<file path="config.mk">
export PLATFORM = sky130hd
export DESIGN_NAME = mem_port_arbiter
export DESIGN_NICKNAME = d
export VERILOG_FILES = /design/src/rtl/mem_port_arbiter.sv
export SDC_FILE = /design/constraint.sdc
export NUM_CORES = 1
export LEC_CHECK = 0
export ABC_AREA = 1
export CAP_MARGIN = 20
export CORE_AREA = 2 2 116 146
export CTS_BUF_LIST = sky130_fd_sc_hd__clkbuf_2 sky130_fd_sc_hd__clkbuf_4 sky130_fd_sc_hd__clkbuf_8
export DETAILED_ROUTE_END_ITERATION = 6
export DIE_AREA = 0 0 118 148
export GPL_TIMING_DRIVEN = 0
export PLACE_DENSITY = 0.83
export SETUP_SLACK_MARGIN = 0.1
export SLEW_MARGIN = 25
export SYNTH_ARGS = -nofsm -noshare
export SYNTH_HDL_FRONTEND = slang
export SYNTH_SLANG_ARGS = --single-unit
</file>
<file path="constraint.sdc">
create_clock -name clk -period 1.8 [get_ports clk]
set_input_delay 0.18 -clock clk [delete_from_list [all_inputs] [get_ports clk]]
set_output_delay 0.18 -clock clk [all_outputs]
set_load 0.05 [all_outputs]
</file>
<file path="src/rtl/mem_port_arbiter.sv">
// Two-port arbiter for the unified instruction/data memory of the multicycle core.
// Each access runs IDLE -> ACCESS -> WAIT (MEM_LAT cycles, optional) -> DONE.
//
//   state  | meaning
//   IDLE   | no transaction; sample requests and arbitrate
//   ACCESS | drive memory from latched request; owner's gnt pulses
//   WAIT   | memory latency countdown; address held, no write strobe
//   DONE   | owner's done pulses; read data already captured
module mem_port_arbiter #(
    parameter int AW      = 32,
    parameter int DW      = 32,
    parameter int MEM_LAT = 0,
    parameter int FAIR    = 1
) (
    input  logic          clk,
    input  logic          reset,
    input  logic          m0_req,
    input  logic          m0_we,
    input  logic [AW-1:0] m0_adr,
    input  logic [DW-1:0] m0_wdata,
    output logic          m0_gnt,
    output logic          m0_done,
    output logic [DW-1:0] m0_rdata,
    input  logic          m1_req,
    input  logic          m1_we,
    input  logic [AW-1:0] m1_adr,
    input  logic [DW-1:0] m1_wdata,
    output logic          m1_gnt,
    output logic          m1_done,
    output logic [DW-1:0] m1_rdata,
    output logic          mem_we,
    output logic [AW-1:0] mem_adr,
    output logic [DW-1:0] mem_wdata,
    input  logic [DW-1:0] mem_rdata,
    output logic          busy,
    output logic          owner
);

    localparam logic [1:0] IDLE   = 2'd0;
    localparam logic [1:0] ACCESS = 2'd1;
    localparam logic [1:0] WAIT   = 2'd2;
    localparam logic [1:0] DONE   = 2'd3;

    localparam logic [7:0] LAT_INIT = MEM_LAT[7:0];
    localparam bit         NO_WAIT  = (MEM_LAT == 0);
    localparam bit         RR       = (FAIR != 0);

    logic [1:0]    state_q, state_d;
    logic [7:0]    cnt_q, cnt_d;
    logic          owner_q, owner_d;
    logic          last_q, last_d;
    logic          we_q, we_d;
    logic [AW-1:0] adr_q, adr_d;
    logic [DW-1:0] wdata_q, wdata_d;
    logic [DW-1:0] rdata0_q, rdata0_d;
    logic [DW-1:0] rdata1_q, rdata1_d;
    logic          winner;
    logic          capture;

    always_comb begin
        state_d  = state_q;
        cnt_d    = cnt_q;
        owner_d  = owner_q;
        last_d   = last_q;
        we_d     = we_q;
        adr_d    = adr_q;
        wdata_d  = wdata_q;
        rdata0_d = rdata0_q;
        rdata1_d = rdata1_q;
        capture  = 1'b0;

        // On a tie, round-robin serves the port that did not go last.
        if (m0_req && m1_req) begin
            winner = RR ? ~last_q : 1'b0;
        end else begin
            winner = m1_req;
        end

        case (state_q)
            IDLE: begin
                if (m0_req || m1_req) begin
                    state_d = ACCESS;
                    owner_d = winner;
                    last_d  = winner;
                    we_d    = winner ? m1_we    : m0_we;
                    adr_d   = winner ? m1_adr   : m0_adr;
                    wdata_d = winner ? m1_wdata : m0_wdata;
                end
            end
            ACCESS: begin
                if (NO_WAIT) begin
                    state_d = DONE;
                    capture = 1'b1;
                end else begin
                    state_d = WAIT;
                    cnt_d   = LAT_INIT;
                end
            end
            WAIT: begin
                if (cnt_q == 8'd1) begin
                    state_d = DONE;
                    capture = 1'b1;
                end else begin
                    cnt_d = cnt_q - 8'd1;
                end
            end
            default: begin
                state_d = IDLE;
            end
        endcase

        // Read data lands in the owner's register on the last memory cycle.
        if (capture && !we_q) begin
            if (owner_q) begin
                rdata1_d = mem_rdata;
            end else begin
                rdata0_d = mem_rdata;
            end
        end
    end

    always_ff @(posedge clk or negedge reset) begin
        if (!reset) begin
            state_q  <= IDLE;
            cnt_q    <= 8'd0;
            owner_q  <= 1'b0;
            last_q   <= 1'b1;
            we_q     <= 1'b0;
            adr_q    <= '0;
            wdata_q  <= '0;
            rdata0_q <= '0;
            rdata1_q <= '0;
        end else begin
            state_q  <= state_d;
            cnt_q    <= cnt_d;
            owner_q  <= owner_d;
            last_q   <= last_d;
            we_q     <= we_d;
            adr_q    <= adr_d;
            wdata_q  <= wdata_d;
            rdata0_q <= rdata0_d;
            rdata1_q <= rdata1_d;
        end
    end

    assign m0_gnt    = (state_q == ACCESS) && !owner_q;
    assign m1_gnt    = (state_q == ACCESS) &&  owner_q;
    assign m0_done   = (state_q == DONE)   && !owner_q;
    assign m1_done   = (state_q == DONE)   &&  owner_q;
    assign m0_rdata  = rdata0_q;
    assign m1_rdata  = rdata1_q;
    assign mem_we    = (state_q == ACCESS) && we_q;
    assign mem_adr   = adr_q;
    assign mem_wdata = wdata_q;
    assign busy      = (state_q != IDLE);
    assign owner     = owner_q;

endmodule
</file>
==> impl_metrics.env <==
export IMPL_grt_pass1_vias=6577
export IMPL_fin_ws_ps=152.2
export IMPL_drc=0
export IMPL_critPathMaxFanout=3
export IMPL_grtUsageTotal_pct=24.30
export IMPL_grt_util_met3_pct=7.793
export IMPL_top_usage_layer="met2"
export IMPL_cp_slowest_cell="dfrtp_1"
export IMPL_cts_tree="done"
export IMPL_p_leak_nw=4.799
export IMPL_die_w_um=118
export IMPL_crit_path_start_kind="register"
export IMPL_design_area_mm2=0.01013
export IMPL_setup_worst_path_end_class="output port"
export IMPL_setup_tns_ps=0
export IMPL_cap_violations=0
export IMPL_gr_usage_met2_pct=43.08
export IMPL_wirelength_um=21040
export IMPL_required_ps=1620
export IMPL_wl_per_cell_um=16.23
export IMPL_fin_nets=1239
export IMPL_fp_coreArea_mm2=0.01607
export IMPL_hold_class="input port to async pin"
export IMPL_cts_sinks=141
export IMPL_start_util_pct=39.48
export IMPL_synthMuxAreaShare_pct=0
export IMPL_cp_arrival_ps=1470
export IMPL_synth_adder_area_share_pct=1.183
export IMPL_path_cells="inv_2 -> ha_2 -> inv_1 -> nor2_1 -> buf_6"
export IMPL_cts_inserted_buffers=17
export IMPL_maxSlewViolCount=0
export IMPL_syn_inst=739
export IMPL_cts_path_max_buffers=2
export IMPL_cp_slowest_stage_delay_ps=400
export IMPL_ys_seq_area_share_pct=55.63
export IMPL_final_cell_mix="283 x nand2_1, 164 x clkdlybuf4s50_1, 140 x dfrtp_1"
export IMPL_diodes=0
export IMPL_drive_above_1_share_pct=11.30
export IMPL_grt_setup_unrepaired="true"
export IMPL_antenna_found_initial=0
export IMPL_layout_commonest_cell="nand2_1"
export IMPL_max_slew_margin_pct=57.60
export IMPL_dp_cells=1256
export IMPL_clk_pin_slew_worst_paths_ps=90
export IMPL_firstDrtPassIters=5
export IMPL_grt_start_max_net_pins=75
export IMPL_grt_pass1_wl_um=33420
export IMPL_detailed_place_area_mm2=0.009651
export IMPL_cp_num_buf_inv=3
export IMPL_synth_compound_area_share_pct=7.395
export IMPL_layoutNonFillerInstCount=1296
export IMPL_yosys_area_share_simple_pct=28.65
export IMPL_rows=52
export IMPL_fp_dieArea_mm2=0.01746
export IMPL_htreeDepth=4
export IMPL_hold_viol=0
export IMPL_skew_ps=14.21
export IMPL_worst_slew_pin_slew_ps=638.6
export IMPL_crit_family="flip-flops"
export IMPL_synth_area_mm2=0.006345
export IMPL_hpwl_um=16090
export IMPL_path_class="register to output port"
export IMPL_finalSetupViolCount=0
export IMPL_gr_total_overflow=0
export IMPL_synth_xor_xnor_area_share_pct=0.6902
export IMPL_use_met1_pct=26.79
export IMPL_io_pin_count=301
export IMPL_synth_top_family_by_area="simple AND/OR/NAND/NOR gates"
export IMPL_avgSynthCellArea_um2=8.586
export IMPL_vias=6529
export IMPL_rrSetupSlack_ps=200
export IMPL_synth_seq_cells=141
export IMPL_min_period_over_period_pct=91.54
export IMPL_io_buffers=300
export IMPL_drtIter0Drc=414
export IMPL_area_growth_pct=59.67
export IMPL_ant_nets=0
export IMPL_powerDensity_mw_per_mm2=2145
export IMPL_holdWs_ps=254.5
export IMPL_die_h_um=148
export IMPL_yosysWarnings=0
export IMPL_drt_vias_per_instance=5.038
export IMPL_yosys_cell_types_count=22
export IMPL_min_period_ps=1648
export IMPL_ir_drop_mv=0.8963
export IMPL_gp_congestion=0.8714
export IMPL_syn_nets=911
export IMPL_worst_skew_pair_late_latency_ps=460
export IMPL_status="completed"
export IMPL_pre_cts_slack_ps=-156.9
export IMPL_fmax_ghz=0.6069
export IMPL_cts_root_buf="clkbuf_8"
==> sequential cells by signal, summed over array words and instances, names as in the netlist <==
signal,cells
cnt_q,8
m1_rdata,32
we_q,1
mem_adr,32
mem_wdata,32
m0_rdata,32
last_q,1
owner,1
state_q,2
==> per-layer routing <==
layer	routed length, um	vias up	share of wire, %
met5	0	-	0
met4	664	0	3.2
met3	1681	46	8.0
met2	10750	297	51
met1	7943	3075	38
li1	-	3111	-
==> repair_timing <==
item / CTS / global route
buffers inserted: 3 / 3
endpoints found under the hold margin: 66 / 0
setup endpoints to repair: 262 / 125
hold buffers: 1 / 0
resized for setup: 187 / 38
pin swaps: 0 / 2
cloned: 0 / 1
==> worst paths after layout <==
check / from / cells after the start / endpoint
max: state_q[1]$_DFFE_PN0P_ / 5 / m0_gnt
min: reset / 2 / m1_rdata[25]$_DFFE_PN0P_
max reg2reg: state_q[0]$_DFFE_PN0P_ / 7 / mem_adr[1]$_DFFE_PN0P_
min reg2reg: m1_rdata[1]$_DFFE_PN0P_ / 2 / m1_rdata[1]$_DFFE_PN0P_
max in group asynchronous: reset / 3 / mem_wdata[16]$_DFFE_PN0P_
min in group clk: m0_wdata[1] / 3 / mem_wdata[1]$_DFFE_PN0P_
==> area by class of cell <==
| class | instances | area [um2] |
|---|---|---|
| clock inverters | 15 | 211.5 |
| multi-input cells | 519 | 2456 |
| clock buffers | 17 | 234.0 |
| fillers | 1416 | 5939 |
| well taps | 216 | 270.3 |
| flip-flops and latches | 141 | 3530 |
| repair buffers | 309 | 2944 |
| plain buffers | 55 | 395.4 |
| inverters | 24 | 90.09 |
==> power breakdown <==
group	switching, mW	internal [mW]	leakage, nW
Clock	1.47	1.45	0.225
Sequential	0.877	4.79	1.63
Combinational	9.41	3.72	2.94
==> synthesized netlist by cell type <==
cell type,number,area share [%]
nand4_1,64,6.3
clkbuf_1,6,0.35
a31oi_1,65,6.4
a21oi_2,2,0.28
inv_1,19,1.1
buf_6,7,1.2
o21ai_0,9,0.71
buf_2,39,3.1
nand3_2,2,0.32
xor2_1,5,0.69
inv_2,4,0.24
nand3_1,5,0.39
nand2_1,283,17
clkinv_1,1,0.059
nand2_2,3,0.30
buf_4,3,0.35
nor2_4,1,0.18
dfstp_2,1,0.41
nor2_2,1,0.099
nor2_1,73,4.3
dfrtp_1,140,55
ha_1,6,1.2
==> cells by family after synthesis <==
| kind of cell | after synthesis |
|---|---|
| AO/OA/AOI/OAI | 76 |
| XOR/XNOR | 5 |
| adder cells (fa/ha/maj) | 6 |
| buffers and inverters | 79 |
| flip-flops | 141 |
| AND/OR/NAND/NOR | 432 |
==> per-stage QoR <==
stage,total power [mW],utilization (%)
after floorplan,14.64,-
after global placement,19.27,59.85
final,21.73,63.04
after detailed placement,19.56,60.05
after CTS,21.61,62.31
after global routing,22.93,63.04
No activity file was read; power rests on OpenSTA's default activity.
